===== config.mk =====
export PLATFORM = sky130hd
export DESIGN_NAME = ioctl_loader
export DESIGN_NICKNAME = d
export VERILOG_FILES = /design/src/rtl/ioctl_loader.sv
export SDC_FILE = /design/constraint.sdc
export NUM_CORES = 1
export LEC_CHECK = 0
export ABC_AREA = 1
export CAP_MARGIN = 40
export CORE_MARGIN = 5
export CORE_UTILIZATION = 34
export CTS_CLUSTER_DIAMETER = 40
export DETAILED_ROUTE_END_ITERATION = 16
export PLACE_DENSITY = 0.68
export RECOVER_POWER = 50
export SLEW_MARGIN = 10
export SYNTH_ARGS = -nofsm -noshare
export SYNTH_HDL_FRONTEND = slang
export SYNTH_SLANG_ARGS = --single-unit

===== constraint.sdc =====
create_clock -name clk_sys -period 2.4 [get_ports clk_sys]
set_clock_uncertainty 0.1 [all_clocks]
set_input_delay 0.6 -clock clk_sys [delete_from_list [all_inputs] [get_ports clk_sys]]
set_output_delay 0.6 -clock clk_sys [all_outputs]
set_load 0.01 [all_outputs]

===== src/rtl/ioctl_loader.sv =====
`default_nettype none
// +--------------------------------------------------------------------------+
// | ioctl_loader : packs HPS ioctl byte stream into DW-bit words per channel |
// | Option: LOADER_CSUM_EN enables ldr_csum byte sum.   Revision: 1.0        |
// +--------------------------------------------------------------------------+
module ioctl_loader #(
  parameter int DW      = 16,
  parameter int AW      = 20,
  parameter int NCH     = 2,
  parameter int CH_BASE = 0
) (
  input  logic              clk_sys,
  input  logic              reset_n,
  input  logic              ioctl_download,
  input  logic [7:0]        ioctl_index,
  input  logic              ioctl_wr,
  input  logic [24:0]       ioctl_addr,
  input  logic [7:0]        ioctl_dout,
  output logic              ioctl_wait,
  output logic [NCH-1:0]    ldr_wr,
  output logic [AW-1:0]     ldr_addr,
  output logic [DW-1:0]     ldr_wdat,
  output logic [DW/8-1:0]   ldr_be,
  input  logic [NCH-1:0]    ldr_ack,
  output logic [NCH-1:0]    ldr_done,
  output logic [15:0]       ldr_csum
);

  localparam int c_BPW = DW / 8;
  localparam int c_LB  = $clog2(c_BPW);
  localparam int c_LW  = (c_LB == 0) ? 1 : c_LB;
  localparam int c_CHW = (NCH > 1) ? $clog2(NCH) : 1;

  localparam logic [1:0] c_IDLE  = 2'd0;
  localparam logic [1:0] c_FILL  = 2'd1;
  localparam logic [1:0] c_REQ   = 2'd2;
  localparam logic [1:0] c_DRAIN = 2'd3;

  logic [1:0]       r_state, w_next;
  logic             r_dl_q, r_ack_q;
  logic [c_CHW-1:0] r_ch;
  logic [DW-1:0]    r_wdat;
  logic [c_BPW-1:0] r_be;
  logic [AW-1:0]    r_addr;
  logic [NCH-1:0]   r_done;
  logic             r_held;
  logic [7:0]       r_held_byte;
  logic [c_LW-1:0]  r_held_lane;
  logic [AW-1:0]    r_held_addr;

  logic [c_LW-1:0]  w_lane;
  logic [AW-1:0]    w_waddr;
  logic [c_CHW-1:0] w_ch;
  logic [NCH-1:0]   w_sel;
  logic             w_in_range, w_start, w_ack_cur, w_ack_rise;
  logic             w_wr_ok, w_top, w_addr_miss;

  generate
    if (c_LB > 0) begin : g_lane
      assign w_lane = ioctl_addr[c_LB-1:0];
    end else begin : g_lane_single
      assign w_lane = '0;
    end
  endgenerate

  assign w_waddr     = AW'(ioctl_addr >> c_LB);
  assign w_ch        = c_CHW'(ioctl_index - 8'(CH_BASE));
  assign w_in_range  = (ioctl_index >= 8'(CH_BASE)) && ({1'b0, ioctl_index} < 9'(CH_BASE + NCH));
  assign w_start     = ioctl_download && !r_dl_q && w_in_range;
  assign w_sel       = NCH'(1) << r_ch;
  assign w_ack_cur   = |(ldr_ack & w_sel);
  // Only a fresh 0->1 ack completes a request; a level left high is ignored.
  assign w_ack_rise  = w_ack_cur && !r_ack_q;
  assign w_wr_ok     = (r_state == c_FILL) && ioctl_download && ioctl_wr;
  assign w_top       = (w_lane == c_LW'(c_BPW - 1));
  assign w_addr_miss = (r_be != '0) && (w_waddr != r_addr);

  always_ff @(posedge clk_sys or negedge reset_n) begin
    if (!reset_n) r_state <= c_IDLE;
    else          r_state <= w_next;
  end

  always_comb begin
    w_next = r_state;
    case (r_state)
      c_IDLE:  if (w_start) w_next = c_FILL;
      c_FILL: begin
        if (!ioctl_download)                     w_next = c_DRAIN;
        else if (ioctl_wr && (w_addr_miss || w_top)) w_next = c_REQ;
      end
      c_REQ: begin
        if (w_ack_rise) begin
          if (r_held && (r_held_lane == c_LW'(c_BPW - 1))) w_next = c_REQ;
          else if (!ioctl_download)                         w_next = c_DRAIN;
          else                                              w_next = c_FILL;
        end
      end
      default: w_next = (r_be != '0) ? c_REQ : c_IDLE;
    endcase
  end

  always_comb begin
    ioctl_wait = 1'b0;
    ldr_wr     = '0;
    if (r_state == c_REQ) begin
      ioctl_wait = 1'b1;
      ldr_wr     = w_sel;
    end
  end

  always_ff @(posedge clk_sys or negedge reset_n) begin
    if (!reset_n) begin
      r_dl_q      <= 1'b1;
      r_ack_q     <= 1'b0;
      r_ch        <= '0;
      r_wdat      <= '0;
      r_be        <= '0;
      r_addr      <= '0;
      r_done      <= '0;
      r_held      <= 1'b0;
      r_held_byte <= '0;
      r_held_lane <= '0;
      r_held_addr <= '0;
    end else begin
      r_dl_q  <= ioctl_download;
      r_ack_q <= w_ack_cur;
      case (r_state)
        c_IDLE: begin
          if (w_start) begin
            r_ch   <= w_ch;
            r_done <= r_done & ~(NCH'(1) << w_ch);
            r_wdat <= '0;
            r_be   <= '0;
            r_held <= 1'b0;
          end
        end
        c_FILL: begin
          if (w_wr_ok) begin
            if (w_addr_miss) begin
              r_held      <= 1'b1;
              r_held_byte <= ioctl_dout;
              r_held_lane <= w_lane;
              r_held_addr <= w_waddr;
            end else begin
              r_addr <= w_waddr;
              for (int i = 0; i < c_BPW; i++) begin
                if (w_lane == c_LW'(i)) begin
                  r_wdat[i*8 +: 8] <= ioctl_dout;
                  r_be[i]          <= 1'b1;
                end
              end
            end
          end
        end
        c_REQ: begin
          if (w_ack_rise) begin
            r_be   <= '0;
            r_wdat <= '0;
            if (r_held) begin
              r_held <= 1'b0;
              r_addr <= r_held_addr;
              for (int i = 0; i < c_BPW; i++) begin
                if (r_held_lane == c_LW'(i)) begin
                  r_wdat[i*8 +: 8] <= r_held_byte;
                  r_be[i]          <= 1'b1;
                end
              end
            end
          end
        end
        default: begin
          if (r_be == '0) r_done <= r_done | w_sel;
        end
      endcase
    end
  end

  assign ldr_addr = r_addr;
  assign ldr_wdat = r_wdat;
  assign ldr_be   = r_be;
  assign ldr_done = r_done;

`ifdef LOADER_CSUM_EN
  logic [15:0] r_csum;
  always_ff @(posedge clk_sys or negedge reset_n) begin
    if (!reset_n)                            r_csum <= '0;
    else if (r_state == c_IDLE && w_start)   r_csum <= '0;
    else if (w_wr_ok)                        r_csum <= r_csum + 16'(ioctl_dout);
  end
  assign ldr_csum = r_csum;
`else
  assign ldr_csum = '0;
`endif

endmodule
`default_nettype wire


# ---- Yosys cells after proc, flatten, opt, wreduce, memory -nomap -nowiden
# Cells that the tools add are included.
# Widths: inputs -> output; s select.
dict set report totals {
  register_bits 75
  output_inout_bits 59
  elab_cells 106
}
dict set report classes {
  reduce_logical 28
  n_bitwise 5
  eq_ne 12
  shifts 2
  muxes 43
  n_lt_le_gt_ge 2
}
# operator count
set ops {}
lappend ops {{$mux 16} 5}
lappend ops {{$mux 20} 4}
lappend ops {{$pmux 16 s3} 1}
lappend ops {{$pmux 20 s2} 1}
lappend ops {{$mux 8} 4}
lappend ops {{$mux 2} 15}
lappend ops {{$ne 20x20->1} 1}
lappend ops {{$ne 2x2->1 const B} 8}
lappend ops {{$pmux 2 s3} 2}
lappend ops {{$reduce_and 6->1} 2}
lappend ops {{$reduce_and 5->1} 2}
lappend ops {{$logic_and 1x1->1} 9}
lappend ops {{$mux 1} 9}
lappend ops {{$reduce_and 3->1} 3}
lappend ops {{$ge 8x1->1 const B} 1}
lappend ops {{$lt 8x2->1 const B} 1}
lappend ops {{$reduce_bool 2->1} 3}
lappend ops {{$and 2x2->2} 2}
lappend ops {{$logic_not 2->1} 2}
lappend ops {{$pmux 2 s2} 1}
lappend ops {{$reduce_or 2->1} 2}
lappend ops {{$shl 1x1->2 const A} 2}
lappend ops {{$ne 3x2->1 const B} 1}
lappend ops {{$pmux 1 s3} 1}
lappend ops {{other kinds (9)} 10}

# ---- Depth between registers and ports, before layout
# Gate-level depths: netlist of run 1.
dict set report logic_depth {
  word_depth 7
  ltp_mapped 13
  mapped_depth_nobuf 13
}

# ---- Worst setup path after synthesis of run 1
# OpenSTA, ideal clock, no wires.
dict set report synth_path {
  kind {register to output}
  start {reg r_state[0]}
  end {out ldr_wr[0]}
  stages_incl_launch_ff 6
  arrival_time_ps 1259
  slack_ps 441
  path_buffers 1
  cell_sequence {dfrtp_1 inv_1 ha_1 inv_2 clkbuf_1 nor2_1}
}
dict set report synth_between {
  elab_chain_len 2
}
# element line_no
set synth_lines {}
lappend synth_lines {{from (decl)} 39} ;# logic [1:0] r_state, w_next;
lappend synth_lines {{from (signal assigned)} 79} ;# if (!reset_n) r_state <= c_IDLE;
lappend synth_lines {{from (signal assigned)} 80} ;# else r_state <= w_next;
lappend synth_lines {{$eq 2x2->1} 105} ;# if (r_state == c_REQ) begin
lappend synth_lines {{$mux 2} 105}
lappend synth_lines {{to (decl)} 20} ;# output logic [NCH-1:0] ldr_wr,
# No other way between the ends.

# ---- Worst setup path in the final report of run 1
dict set report layout_path {
  start {reg r_state[0]}
  end {out ldr_wr[1]}
}
# The elaborated chain is that of the path after synthesis.

==> metrics.cfg, run 1 <==
[yosys]
synth_top_area_cell=dfrtp_1
synth-simple-area-share=0.247
ys_seq_area_frac=0.464
synth_top_area_share=0.458
synth_cells=532
synth-adder-area-share=0.0124
synth_edf_count=0
muxShareOfSynthArea=0
synth_seq_cells=75
synth_compound_area_frac=0.150
synth_top_family_by_area=simple AND/OR/NAND/NOR gates
ys_warn_count=0
ys_types=29
postSynth.asyncResetShare=1.00
synth_xor_area_frac=0.0173
synth_common_cells=nand2_1 (212), dfrtp_1 (74), o21ai_1 (49)
synth.area.top_cells=dfrtp_1 (46%), nand2_1 (20%), o21ai_1 (6.1%)
synth_most_common_cell=nand2_1
synth_ff_type=dfrtp_1
syn_area_um2=4050
avgSynthCellArea_um2=7.60

[power]
seq_power_share=0.315
p_int_uw=4230
p_switching_uw=2750
combPwrFrac=0.486
power_leakage_uw=0.00278
pwr-share-clk=0.199
ir_drop_mv=0.487
power_density_nw_per_um2=1260
p_sw_frac=0.394

[detailed_routing]
viasPerCell=4.64
vias=3653
drt_iter0_markers=185
drc=0
antenna_left=0
wl_um=10300
dr.pass1.iters=4
avgRoutedWirePerCell_um=13.0

[worst_setup_path]
max_stage_delay_ns=0.52
critPathTopFamily=buffers and inverters
worst-path-buf-inv=3
crit_slowest_cell=clkdlybuf4s50_1
cp.arrival_ns=1.61
crit_chain=inv_2 -> ha_4 -> nand2_1 -> inv_1 -> clkdlybuf4s50_1
cp-start-kind=register
cp_max_fo=7
cp.required_ns=1.70
crit_type=reg -> out
crit_path_end_kind=output pin

[placed_design]
port_buffers=85
dp_cells=769
place_congestion=0.778
dp_hpwl_um=7260

[global_routing]
grt_pass1_wl_um=17100
grt_overflow=0
grt_pass1_vias=3668
antenna_found_initial=0
grt.total_usage=0.147
grt_max_degree=41

[clock_network]
numCtsBuffers=9
cts_buffer_depth=2
clk-insertion-delay-late_ns=0.33
cts_tree=done
htree_levels=3
cts-root-buf=clkbuf_16
clock_sinks=75
path_clk_slew_ns=0.06

[die]
initial_core_util=0.351
die_h_um=119
dieWidth_um=119
ios=106
dieArea_um2=14200
core_area_um2=11500
row_count=39

[min_path]
hp-class=in -> async

[timing]
grt_setup_unrepaired=no
final-hold-violation-count=0
slew_viol_final=0
finalCritPeriodShare=0.964
tightestPinTransition_ns=0.991
fmax_ghz=0.432
finalSetupViolations=0
whs_ns=0.313
finalSetupTns_ns=0
slew_headroom=0.339
fin_crit_ns=2.31

[finish]
final_core_util=0.481
final_nets=691
drive_above_1_share=0.150
fin_cells=788
syn_to_final_growth_pct=36.8
fillCellCount=1098
antenna_cells=0

[status]
status=completed

[run]
maxCapViolCount=0

-- cell type report --
cell class	count	area [um2]	area share
Clock buffer	15	278	0.0502
Clock inverter	1	30.0	0.00543
Inverter	55	206	0.0373
Multi-Input combinational cell	381	1810	0.326
Sequential cell	75	1880	0.339
Tap cell	143	179	0.0323
Timing Repair Buffer	118	1160	0.209
-- stage by stage --
step | total power (uW) | setup WS (ns) | area, um2
6_report | 6980 | 0.0854 | 5530
3_5_place_dp | 5560 | -0.226 | 5180
3_3_place_gp | 5430 | -0.199 | 5180
4_1_cts | 7030 | 0.0683 | 5520
2_1_floorplan | 4150 | 0.441 | 4100
5_1_grt | 7550 | 0.00406 | 5530
-- sequential cells by signal (all words and copies together), names as in the netlist --
name / cells
r_held: 1
ldr_be: 2
r_held_lane: 1
ldr_done: 2
r_ch: 1
ldr_addr: 20
r_dl_q: 1
r_held_addr: 20
r_held_byte: 8
r_state: 2
ldr_wdat: 16
r_ack_q: 1
-- layer usage --
layer,track usage,vias up,part of all wire
met3,0.0441,12,0.051
met1,0.180,1713,0.45
met5,0,-,0
met2,0.243,88,0.48
met4,0.0587,0,0.017
li1,-,1840,-
-- path summary, 6_finish.rpt --
path / end / startpoint / slack, ns / cells past startpoint
min: ldr_addr[0]$_DFFE_PN0P_ / reset_n / 0.31 / 1
min in group clk_sys: ldr_wdat[3]$_DFFE_PN0P_ / ldr_wdat[3]$_DFFE_PN0P_ / 0.37 / 2
max reg2reg: ldr_wdat[6]$_DFFE_PN0P_ / r_state[1]$_DFFE_PN0P_ / 0.37 / 13
max in group asynchronous: ldr_addr[15]$_DFFE_PN0P_ / reset_n / 0.39 / 2
min reg2reg: ldr_wdat[3]$_DFFE_PN0P_ / ldr_wdat[3]$_DFFE_PN0P_ / 0.37 / 2
max: ldr_wr[1] / r_state[0]$_DFFE_PN0P_ / 0.09 / 5
-- cell families (layout without fill, tap and decap cells) --
group           after synthesis  in the layout
simple gates                248            248
compound gates              105            105
buf+inv                      91            189
flops                        75             75
xor+xnor                      8              8
fa+ha+maj                     4              4
other cells                   1             16
-- worst register-to-register path: stages (launching register included) --
cell,delay (ns)
dfrtp_1,0.40
buf_4,0.16
inv_1,0.07
ha_1,0.17
buf_4,0.25
inv_1,0.07
nor2_1,0.17
nor2_2,0.07
nand2_4,0.09
a21oi_2,0.04
nand2_2,0.09
buf_12,0.17
nand2_1,0.08
o21ai_2,0.05
-- cells in the final DEF, fill, tap and decap left out, drive strengths merged --
cell	netlist	final
o21ai	95	95
dlygate4sd2	0	1
dfstp	1	1
clkbuf	7	19
conb	1	16
nand3	6	6
dfrtp	74	74
dlygate4sd3	0	18
nand2	217	217
buf	29	30
o21a	1	1
nand4	2	2
or2	2	2
a21oi	8	8
inv	55	55
clkdlybuf4s50	0	65
o21bai	1	1
nor2	21	21
bufinv	0	1
ha	4	4
xnor2	8	8
-- power groups by stage --
| stage | sequential, uW | combinational (uW) | clock [uW] |
|---|---|---|---|
| 2_1_floorplan | 2280 | 1870 | 0 |
| 3_3_place_gp | 2190 | 3250 | 0 |
| 3_5_place_dp | 2230 | 3340 | 0 |
| 4_1_cts | 2200 | 3400 | 1420 |
| 5_1_grt | 2280 | 3790 | 1490 |
| 6_report | 2200 | 3390 | 1390 |
-- timing repair --
action / 4_1_cts / 5_1_grt
pin swaps: 0 / 2
resized for setup: 4 / 5
cloned: 0 / 1
setup buffers: 2 / 0
hold buffers: 0 / 0
setup endpoints to repair: 3 / 15
(Power assumes the default switching activity.)
==> run 2: changes to the inputs <==
--- a/config.mk
+++ b/config.mk
@@ -7,11 +7,13 @@
 export LEC_CHECK = 0
 export ABC_AREA = 1
 export CAP_MARGIN = 40
+export CELL_PAD_IN_SITES_DETAIL_PLACEMENT = 1
+export CELL_PAD_IN_SITES_GLOBAL_PLACEMENT = 2
 export CORE_MARGIN = 5
-export CORE_UTILIZATION = 34
+export CORE_UTILIZATION = 27
 export CTS_CLUSTER_DIAMETER = 40
 export DETAILED_ROUTE_END_ITERATION = 16
-export PLACE_DENSITY = 0.68
+export PLACE_DENSITY = 0.88
 export RECOVER_POWER = 50
 export SLEW_MARGIN = 10
 export SYNTH_ARGS = -nofsm -noshare
==> metrics.cfg, run 2 (same netlist as run 1, synthesis figures left out) <==
[detailed_routing]
drc=0  ; unchanged
wl_um=11700  ; +14%
avgRoutedWirePerCell_um=14.1  ; +8.3%
vias=3747  ; +2.6%
viasPerCell=4.52  ; -2.5%
drt_iter0_markers=88  ; -52%
dr.pass1.iters=4  ; unchanged
antenna_left=0  ; unchanged

[clock_network]
clock_sinks=75  ; unchanged
path_clk_slew_ns=0.06  ; about the same
cts_buffer_depth=2  ; unchanged
clk-insertion-delay-late_ns=0.34  ; about the same
numCtsBuffers=9  ; unchanged
ctsHoldBuffers=0  ; unchanged
cts-root-buf=clkbuf_16
cts_tree=done
htree_levels=3  ; unchanged

[worst_setup_path]
cp-startpoint=ioctl_addr[7]
cp-start-kind=primary input
cp.arrival_ns=2.36  ; +0.75 ns
cp_max_fo=20  ; +13
crit_path_end_kind=register
crit_type=in -> reg
reg2reg_from=r_state[1]$_DFFE_PN0P_
cp.required_ns=2.52  ; +0.82 ns

[timing]
finalSetupViolations=0  ; unchanged
whs_ns=0.281  ; -0.0322 ns
fmax_ghz=0.447  ; +3.4%
fin_crit_ns=2.24  ; -0.0764 ns
slew_headroom=0.344  ; +0.00475
grt_setup_unrepaired=no
finalCritPeriodShare=0.933  ; -0.0318
slew_viol_final=0  ; unchanged
tightestPinTransition_ns=0.984  ; -0.00712 ns
final-hold-violation-count=0  ; unchanged

[global_routing]
grt_pass1_vias=4010  ; +9.3%
grt.total_usage=0.133  ; -0.0139
grt_max_degree=43  ; +4.9%
grt_pass1_wl_um=19300  ; +13%
grt_overflow=0  ; unchanged
antenna_found_initial=0  ; unchanged

[min_path]
hp-class=in -> async

[die]
row_count=44  ; +13%
initial_core_util=0.277  ; -0.0740
core_area_um2=14600  ; +27%
dieArea_um2=17500  ; +24%
die_h_um=132  ; +11%
ios=106  ; unchanged
dieWidth_um=132  ; +11%

[status]
status=completed

[finish]
drive_above_1_share=0.152  ; +0.00155
fillCellCount=1742  ; +59%
antenna_cells=0  ; unchanged
final_common_cell=nand2_1
syn_to_final_growth_pct=38.8
final_nets=691  ; unchanged
layout_common_cells=nand2_1 (211), dfrtp_1 (74), clkdlybuf4s50_1 (63)
design_area_um2=5620  ; +1.5%

[placed_design]
port_buffers=85  ; unchanged
dp_hpwl_um=8470  ; +17%
post_dp_cell_area_um2=5250  ; +1.4%
place_congestion=0.778  ; about the same

[run]
maxCapViolCount=0  ; unchanged

[power]
ir_drop_mv=0.490  ; +0.72%
power_density_nw_per_um2=1270  ; +0.72%
power_leakage_uw=0.00281  ; +1.3%

## run 2: changes by cell type in the layout (fill, tap and decap cells not counted), sizes merged
cell,before,now
clkinv,0,1
buf,30,31
clkinvlp,0,1
bufinv,1,2
clkdlybuf4s50,65,63
clkbuf,19,15
dlymetal6s2s,0,1
dlygate4sd2,1,2
## run 2: where the power goes
part	total, uW	internal [uW]	leakage [uW]	switching [uW]
logic	3450	1530	0.00169	1920
registers	2190	1800	0.000968	388
clock network	1500	966	0.000159	530
total	7130	4290	0.00281	2840
## run 2: area by class of cell
cell class | instances | area [um2] | share of cell area
clock buffers | 12 | 256 | 0.0457
flip-flops and latches | 75 | 1880 | 0.334
clock inverters | 4 | 72.6 | 0.0129
repair buffers | 118 | 1170 | 0.208
multi-input cells | 381 | 1810 | 0.321
inverters | 55 | 206 | 0.0368
well taps | 184 | 230 | 0.0410
## run 2: final timing paths
kind	endpoint	slack [ns]	cells past startpoint
setup / recovery	ldr_addr[17]$_DFFE_PN0P_	0.16	12
hold / removal	r_ch$_DFFE_PN0P_	0.28	1
setup reg to reg	ldr_wdat[1]$_DFFE_PN0P_	0.30	11
hold reg to reg	ldr_wdat[15]$_DFFE_PN0P_	0.38	2
max in group asynchronous	r_held_addr[0]$_DFFE_PN0P_	0.42	2
min in group clk_sys	ldr_wdat[15]$_DFFE_PN0P_	0.38	2
## run 2: metal layers
metal  wire length (um)  track usage  up-vias
met2               5830        0.230       71
met4                208       0.0452        0
met1               5190        0.161     1809
met5                  0            0        -
li1                   -            -     1848
met3                475       0.0340       19
## run 2: worst max-delay path: stages
cell and delay [ns]:
clkdlybuf4s50_1 0.50, nand2_1 0.07, nand2_1 0.07, nand2_1 0.06
nor2_1 0.17, nand3_1 0.12, or2_4 0.27, nand3_4 0.10
nand2_4 0.08, clkbuf_16 0.20, nand2_1 0.06, o21ai_1 0.05
## run 2: repair_timing
item	4_1_cts	5_1_grt
pin swaps	0	2
gates resized for setup	3	7
gates cloned	0	1
endpoints found under the setup margin	3	25
buffers inserted	1	0
## run 2: stage by stage
stage | setup TNS (ns) | setup WS (ns) | std cells | total power, uW | util
6_report | 0 | 0.162 | 829 | 7130 | 0.385
5_1_grt | 0 | 0.0166 | 829 | 7690 | 0.385
3_3_place_gp | -10.53 | -0.232 | 811 | 5490 | 0.360
3_5_place_dp | -12.71 | -0.272 | 811 | 5660 | 0.360
4_1_cts | 0 | 0.0385 | 828 | 7210 | 0.383
2_1_floorplan | 0 | 0.441 | 547 | 4150 | -
